--- config.mk ---
export PLATFORM = sky130hd
export DESIGN_NAME = time_set_ctrl
export DESIGN_NICKNAME = d
export VERILOG_FILES = /design/src/rtl/clock_pkg.sv /design/src/rtl/bcd_field_adj.sv /design/src/rtl/time_set_ctrl.sv
export SDC_FILE = /design/constraint.sdc
export NUM_CORES = 1
export LEC_CHECK = 0
export ABC_AREA = 1
export CAP_MARGIN = 5
export CORE_MARGIN = 10
export CORE_UTILIZATION = 46
export CTS_CLUSTER_DIAMETER = 100
export DETAILED_ROUTE_END_ITERATION = 6
export GPL_TIMING_DRIVEN = 0
export PLACE_DENSITY = 0.73
export SYNTH_ARGS = -nofsm -noshare
export SYNTH_HDL_FRONTEND = slang
export SYNTH_SLANG_ARGS = --single-unit
export TNS_END_PERCENT = 50
--- constraint.sdc ---
create_clock -name clk -period 4.7 [get_ports clk]
set_clock_uncertainty 0.05 [all_clocks]
set_input_delay 1.41 -clock clk [delete_from_list [all_inputs] [get_ports clk]]
set_output_delay 1.41 -clock clk [all_outputs]
set_load 0.01 [all_outputs]
--- src/rtl/clock_pkg.sv ---
// Shared types for the digital clock: set-controller state codes,
// field codes, BCD field limits and a capture clamp helper.
package clock_pkg;

   typedef enum logic [2:0] {
      ST_RUN,
      ST_SET_HOUR,
      ST_SET_MIN,
      ST_SET_SEC,
      ST_COMMIT
   } state_t;

   localparam logic [1:0] FIELD_NONE = 2'd0;
   localparam logic [1:0] FIELD_HOUR = 2'd1;
   localparam logic [1:0] FIELD_MIN  = 2'd2;
   localparam logic [1:0] FIELD_SEC  = 2'd3;

   localparam logic [7:0] HOUR_MAX_BCD   = 8'h23;
   localparam logic [7:0] MINSEC_MAX_BCD = 8'h59;

   // Illegal digits or out-of-range values collapse to 00.
   // Once both digits are legal, BCD compares like binary.
   function automatic logic [7:0] bcd_clamp(
      input logic [7:0] v,
      input logic [7:0] max
   );
      if (v[7:4] > 4'd9 || v[3:0] > 4'd9 || v > max)
         return 8'h00;
      return v;
   endfunction

endpackage

--- src/rtl/bcd_field_adj.sv ---
// Two-digit BCD increment/decrement with wrap at 00 / max.
// Ports: val (BCD in), inc, dec, max (BCD limit), nxt (BCD out).
module bcd_field_adj
   import clock_pkg::*;
(
   input  logic [7:0] val,
   input  logic       inc,
   input  logic       dec,
   input  logic [7:0] max,
   output logic [7:0] nxt
);

   logic up;
   logic dn;

   assign up = inc & ~dec;
   assign dn = dec & ~inc;

   always_comb begin
      nxt = val;
      unique case (1'b1)
         up: begin
            if (val >= max)
               nxt = 8'h00;
            else if (val[3:0] == 4'd9)
               nxt = {val[7:4] + 4'd1, 4'd0};
            else
               nxt = {val[7:4], val[3:0] + 4'd1};
         end
         dn: begin
            if (val == 8'h00)
               nxt = max;
            else if (val[3:0] == 4'd0)
               nxt = {val[7:4] - 4'd1, 4'd9};
            else
               nxt = {val[7:4], val[3:0] - 4'd1};
         end
         default: nxt = val;
      endcase
   end

endmodule

--- src/rtl/time_set_ctrl.sv ---
// Key-driven time-setting controller: captures the running time,
// edits hour/minute/second fields, commits with a load pulse.
// Ports: clk, rst_n (async low), tick_1hz, key_mode/inc/dec pulses,
//   hour1..sec0 current BCD time; set_mode, load, *_set* edited BCD,
//   field (0 none,1 h,2 m,3 s), blink.
// Option: SET_TIMEOUT_EN adds auto-commit after TIMEOUT_S idle seconds.
module time_set_ctrl
   import clock_pkg::*;
#(
   parameter int TIMEOUT_S = 10
) (
   input  logic       clk,
   input  logic       rst_n,
   input  logic       tick_1hz,
   input  logic       key_mode,
   input  logic       key_inc,
   input  logic       key_dec,
   input  logic [3:0] hour1,
   input  logic [3:0] hour0,
   input  logic [3:0] min1,
   input  logic [3:0] min0,
   input  logic [3:0] sec1,
   input  logic [3:0] sec0,
   output logic       set_mode,
   output logic       load,
   output logic [3:0] hour_set1,
   output logic [3:0] hour_set0,
   output logic [3:0] min_set1,
   output logic [3:0] min_set0,
   output logic [3:0] sec_set1,
   output logic [3:0] sec_set0,
   output logic [1:0] field,
   output logic       blink
);

   state_t     state;
   state_t     state_nxt;
   logic [7:0] hour_r, min_r, sec_r;
   logic [7:0] hour_nx, min_nx, sec_nx;
   logic       ed_inc, ed_dec;
   logic       any_key;
   logic       capture;
   logic       in_set;
   logic       in_set_nxt;
   logic       timeout;

   assign any_key = key_mode | key_inc | key_dec;
   assign capture = (state == ST_RUN) & key_mode;
   assign in_set  = (state == ST_SET_HOUR) |
                    (state == ST_SET_MIN)  |
                    (state == ST_SET_SEC);

   // key_mode takes the cycle; inc/dec are dropped with it
   assign ed_inc = key_inc & ~key_mode;
   assign ed_dec = key_dec & ~key_mode;

`ifdef SET_TIMEOUT_EN
   localparam int CW = $clog2(TIMEOUT_S + 1);
   localparam logic [CW-1:0] LAST = CW'(TIMEOUT_S - 1);

   logic [CW-1:0] idle_cnt;

   // Fires on the tick that would bring the count to TIMEOUT_S
   assign timeout = in_set & tick_1hz & (idle_cnt == LAST);

   always_ff @(posedge clk or negedge rst_n) begin
      if (!rst_n)
         idle_cnt <= '0;
      else if (capture || (in_set && any_key))
         idle_cnt <= '0;
      else if (in_set && tick_1hz)
         idle_cnt <= idle_cnt + CW'(1);
   end
`else
   logic unused_timeout;
   assign unused_timeout = |TIMEOUT_S;
   assign timeout = 1'b0;
`endif

   bcd_field_adj u_hour (
      .val (hour_r),
      .inc (ed_inc & (state == ST_SET_HOUR)),
      .dec (ed_dec & (state == ST_SET_HOUR)),
      .max (HOUR_MAX_BCD),
      .nxt (hour_nx)
   );

   bcd_field_adj u_min (
      .val (min_r),
      .inc (ed_inc & (state == ST_SET_MIN)),
      .dec (ed_dec & (state == ST_SET_MIN)),
      .max (MINSEC_MAX_BCD),
      .nxt (min_nx)
   );

   bcd_field_adj u_sec (
      .val (sec_r),
      .inc (ed_inc & (state == ST_SET_SEC)),
      .dec (ed_dec & (state == ST_SET_SEC)),
      .max (MINSEC_MAX_BCD),
      .nxt (sec_nx)
   );

   always_ff @(posedge clk or negedge rst_n) begin
      if (!rst_n)
         state <= ST_RUN;
      else
         state <= state_nxt;
   end

   always_comb begin
      state_nxt = state;
      unique case (state)
         ST_RUN:      if (key_mode) state_nxt = ST_SET_HOUR;
         ST_SET_HOUR: if (key_mode) state_nxt = ST_SET_MIN;
         ST_SET_MIN:  if (key_mode) state_nxt = ST_SET_SEC;
         ST_SET_SEC:  if (key_mode) state_nxt = ST_COMMIT;
         ST_COMMIT:   state_nxt = ST_RUN;
         default:     state_nxt = ST_RUN;
      endcase
      if (timeout)
         state_nxt = ST_COMMIT;
   end

   always_comb begin
      set_mode = 1'b0;
      load     = 1'b0;
      field    = FIELD_NONE;
      unique case (state)
         ST_SET_HOUR: begin set_mode = 1'b1; field = FIELD_HOUR; end
         ST_SET_MIN:  begin set_mode = 1'b1; field = FIELD_MIN;  end
         ST_SET_SEC:  begin set_mode = 1'b1; field = FIELD_SEC;  end
         ST_COMMIT:   begin set_mode = 1'b1; load  = 1'b1;       end
         default:     ;
      endcase
   end

   // Unselected adjusters pass their value through unchanged
   always_ff @(posedge clk or negedge rst_n) begin
      if (!rst_n) begin
         hour_r <= 8'h00;
         min_r  <= 8'h00;
         sec_r  <= 8'h00;
      end else if (capture) begin
         hour_r <= bcd_clamp({hour1, hour0}, HOUR_MAX_BCD);
         min_r  <= bcd_clamp({min1, min0}, MINSEC_MAX_BCD);
         sec_r  <= bcd_clamp({sec1, sec0}, MINSEC_MAX_BCD);
      end else begin
         hour_r <= hour_nx;
         min_r  <= min_nx;
         sec_r  <= sec_nx;
      end
   end

   assign in_set_nxt = (state_nxt == ST_SET_HOUR) |
                       (state_nxt == ST_SET_MIN)  |
                       (state_nxt == ST_SET_SEC);

   // Any key shows the field solidly; ticks toggle it while editing
   always_ff @(posedge clk or negedge rst_n) begin
      if (!rst_n)
         blink <= 1'b0;
      else if (!in_set_nxt)
         blink <= 1'b0;
      else if (any_key)
         blink <= 1'b1;
      else if (tick_1hz)
         blink <= ~blink;
   end

   assign hour_set1 = hour_r[7:4];
   assign hour_set0 = hour_r[3:0];
   assign min_set1  = min_r[7:4];
   assign min_set0  = min_r[3:0];
   assign sec_set1  = sec_r[7:4];
   assign sec_set0  = sec_r[3:0];

endmodule

==> results.yml <==
placement:
  place.gp.congestion: 0.902
  dp_cells: 569
  dp_hpwl_um: 5880
  io_buffers: 58
timing:
  slew_headroom_pct: 53.3
  fin_crit_ns: 3.38
  tns_ns: 0
  slew_violations: 0
  max_freq_mhz: 296
  worstMarginPinSlew_ns: 0.701
  min_period_over_period_pct: 71.8
  rsz0062_at_grt: "false"
  hold_viol: 0
  setup_viol: 0
setup_path:
  crit_path_end_kind: "output pin"
  critPathRequiredTime_ns: 3.24
  crit_fanout: 8
  arrival_ns: 1.92
  crit_type: "flip-flop to output pin"
  start_kind: "flip-flop"
synthesis:
  synth_seq_cells: 28
  synth_cell_types: 38
  yosysSeqAreaShare_pct: 25.4
  synth_warnings: 0
  ys.flop_type: "dfrtp_1"
  synth_edf_count: 0
  synth.avg_cell_area_um2: 6.32
  syn_nets: 481
  netlist_area_um2: 2760
  synthArstFlopShare_pct: 100
  synth_cells: 436
routing:
  num_vias: 2951
  wl_per_cell_um: 13.1
  antenna_left: 0
  drt_pass1_iterations: 5
  viasPerCell: 5.15
  finalWirelength_um: 7480
  drt_iter0_markers: 161
  drcViolationCount: 0
clocking:
  cts_buffers: 3
  cts_hold_buf: 0
  cts_tree: "done"
  clock_sinks: 28
  cts.path.max_buffers: 2
  clock_latency_ns: 0.29
  post_cts_buffers: 0
  root_buffer: "clkbuf_8"
  htreeDepth: 1
  cts.repair.resized: 0
  clkSlewWorstSetupHoldPaths_ns: 0.11
grt:
  grt_use_total_pct: 15.4
  grt_overflow: 0
  antenna_found_initial: 0
  grt_pass1_vias: 2793
  grt_pass1_wl_um: 12900
  grt_max_degree: 29
die:
  die_h_um: 97.4
  die_width_um: 97.4
  start_util_pct: 47.1
  rows: 28
  dieArea_um2: 9480
  ioPinCount: 59
  core-area_um2: 5850
cells_and_area:
  n_antenna_cell: 0
  layoutNonFillerInstCount: 573
  drive_gt1_share_pct: 8.03
  nets: 544
  syn2layout_area_growth_pct: 26.9
power_and_ir_drop:
  peakVddDrop_mv: 0.275
  powerDensity_nw_per_um2: 541
  switching_share_pct: 48.9
  leakage_nw: 1.73
  p_comb_share_pct: 65.4
  p_int_mw: 0.966
  power.share.sequential_pct: 23.8
  switchingPower_mw: 0.924
  clkPwrFrac_pct: 10.7
hold_path:
  hp-class: "flip-flop to flip-flop"
status:
  status: "finished clean"
run:
  cap_violations: 0
[cell usage after synthesis, types with 4 or more instances]
| master | number | area share [%] |
|---|---|---|
| a21oi_1 | 14 | 2.5 |
| a31oi_1 | 4 | 0.91 |
| dfrtp_1 | 28 | 25 |
| ha_1 | 15 | 6.8 |
| inv_1 | 50 | 6.8 |
| inv_2 | 7 | 0.95 |
| nand2_1 | 137 | 19 |
| nand3_1 | 43 | 7.8 |
| nand4_1 | 6 | 1.4 |
| nor2_1 | 48 | 6.5 |
| nor2_2 | 5 | 1.1 |
| nor3_1 | 7 | 1.3 |
| o211ai_1 | 4 | 1.1 |
| o21ai_0 | 20 | 3.6 |
| xor2_1 | 6 | 1.9 |
[placed cells by master (no fill, tap or decap), types with 2 or more instances in the layout]
| master | synthesis | final |
|---|---|---|
| xnor2_1 | 3 | 3 |
| o31ai_1 | 2 | 2 |
| o21bai_1 | 2 | 2 |
| nor2_2 | 5 | 5 |
| buf_2 | 3 | 4 |
| nor2_1 | 48 | 48 |
| dfrtp_1 | 28 | 28 |
| a21oi_1 | 14 | 14 |
| nand3_1 | 43 | 43 |
| nor3_1 | 7 | 7 |
| clkinv_1 | 3 | 3 |
| clkbuf_8 | 0 | 3 |
| nor2_4 | 3 | 3 |
| nand4_1 | 6 | 6 |
| nand2_2 | 2 | 2 |
| nand2_1 | 137 | 137 |
| or2_2 | 2 | 2 |
| inv_2 | 7 | 7 |
| xor2_1 | 6 | 6 |
| o21ai_1 | 2 | 2 |
| buf_4 | 2 | 2 |
| nand3_2 | 3 | 3 |
| inv_1 | 50 | 50 |
| nand3_4 | 3 | 3 |
| clkdlybuf4s50_1 | 0 | 57 |
| or3_1 | 2 | 2 |
| ha_1 | 15 | 15 |
| a31oi_1 | 4 | 4 |
| o21ai_0 | 20 | 20 |
| o211ai_1 | 4 | 4 |
[worst paths after layout]
check,startpoint,to,slack [ns],depth (start not counted)
min in group asynchronous,rst_n,min_r[1]$_DFFE_PN0P_,1.09,1
setup / recovery,state[2]$_DFF_PN0_,set_mode,1.32,5
hold / removal,hour_r[7]$_DFFE_PN0P_,hour_r[7]$_DFFE_PN0P_,0.52,2
max in group asynchronous,rst_n,blink$_DFFE_PN0P_,3.04,1
hold reg to reg,hour_r[7]$_DFFE_PN0P_,hour_r[7]$_DFFE_PN0P_,0.52,2
setup reg to reg,sec_r[5]$_DFFE_PN0P_,sec_r[6]$_DFFE_PN0P_,2.81,10
[critical path, stage by stage (launching register included)]
cell and delay [ns]:
dfrtp_1 0.38, buf_4 0.17, inv_2 0.11, nor3_1 0.09, or3_1 0.38, clkdlybuf4s50_1 0.49
[power by group through the flow]
stage	logic, mW	clock network [mW]	registers [mW]
global placement	1.21	0	0.452
CTS	1.24	0.205	0.448
floorplan	0.810	0	0.465
detailed placement	1.23	0	0.452
global route	1.41	0.214	0.467
finish	1.24	0.203	0.451
[cell families after synthesis]
kind of cell / Yosys count / share of synthesized area (%)
compound gates: 50 / 10.2
xor+xnor: 9 / 2.86
fa+ha+maj: 15 / 6.81
buf+inv: 68 / 9.95
flops: 28 / 25.4
simple gates: 266 / 44.7
[area by class of cell]
class / instances / area, um2
inverters: 60 / 225
fillers: 585 / 2350
repair buffers: 58 / 576
flip-flops and latches: 28 / 701
plain buffers: 8 / 48.8
clock buffers: 3 / 41.3
clock inverters: 1 / 30.0
well taps: 75 / 93.8
multi-input cells: 340 / 1780
[layer usage]
layer,GRT usage (%),up-vias,wire length (um)
met1,19.8,1316,3400
met4,4.25,0,131
met2,25.3,105,3380
met3,3.34,15,564
met5,0,-,0
li1,-,1515,-
[per-stage QoR]
step / hold slack, ns / worst slack, ns / instance area, um2 / power (mW) / util, %
2_1_floorplan: 0.501 / 2.16 / 2760 / 1.28 / -
4_1_cts: 0.526 / 1.32 / 3500 / 1.89 / 59.8
3_5_place_dp: 0.502 / 1.48 / 3420 / 1.69 / 58.5
3_3_place_gp: 0.491 / 1.49 / 3430 / 1.67 / 58.6
6_report: 0.521 / 1.32 / 3500 / 1.89 / 59.8
5_1_grt: 0.544 / 1.25 / 3500 / 2.09 / 59.8
[flip-flops by register name, indices dropped and copies added (netlist names)]
signal,cells
blink,1
hour_r,8
min_r,8
sec_r,8
state,3
Power figures use the tool's default switching activity.
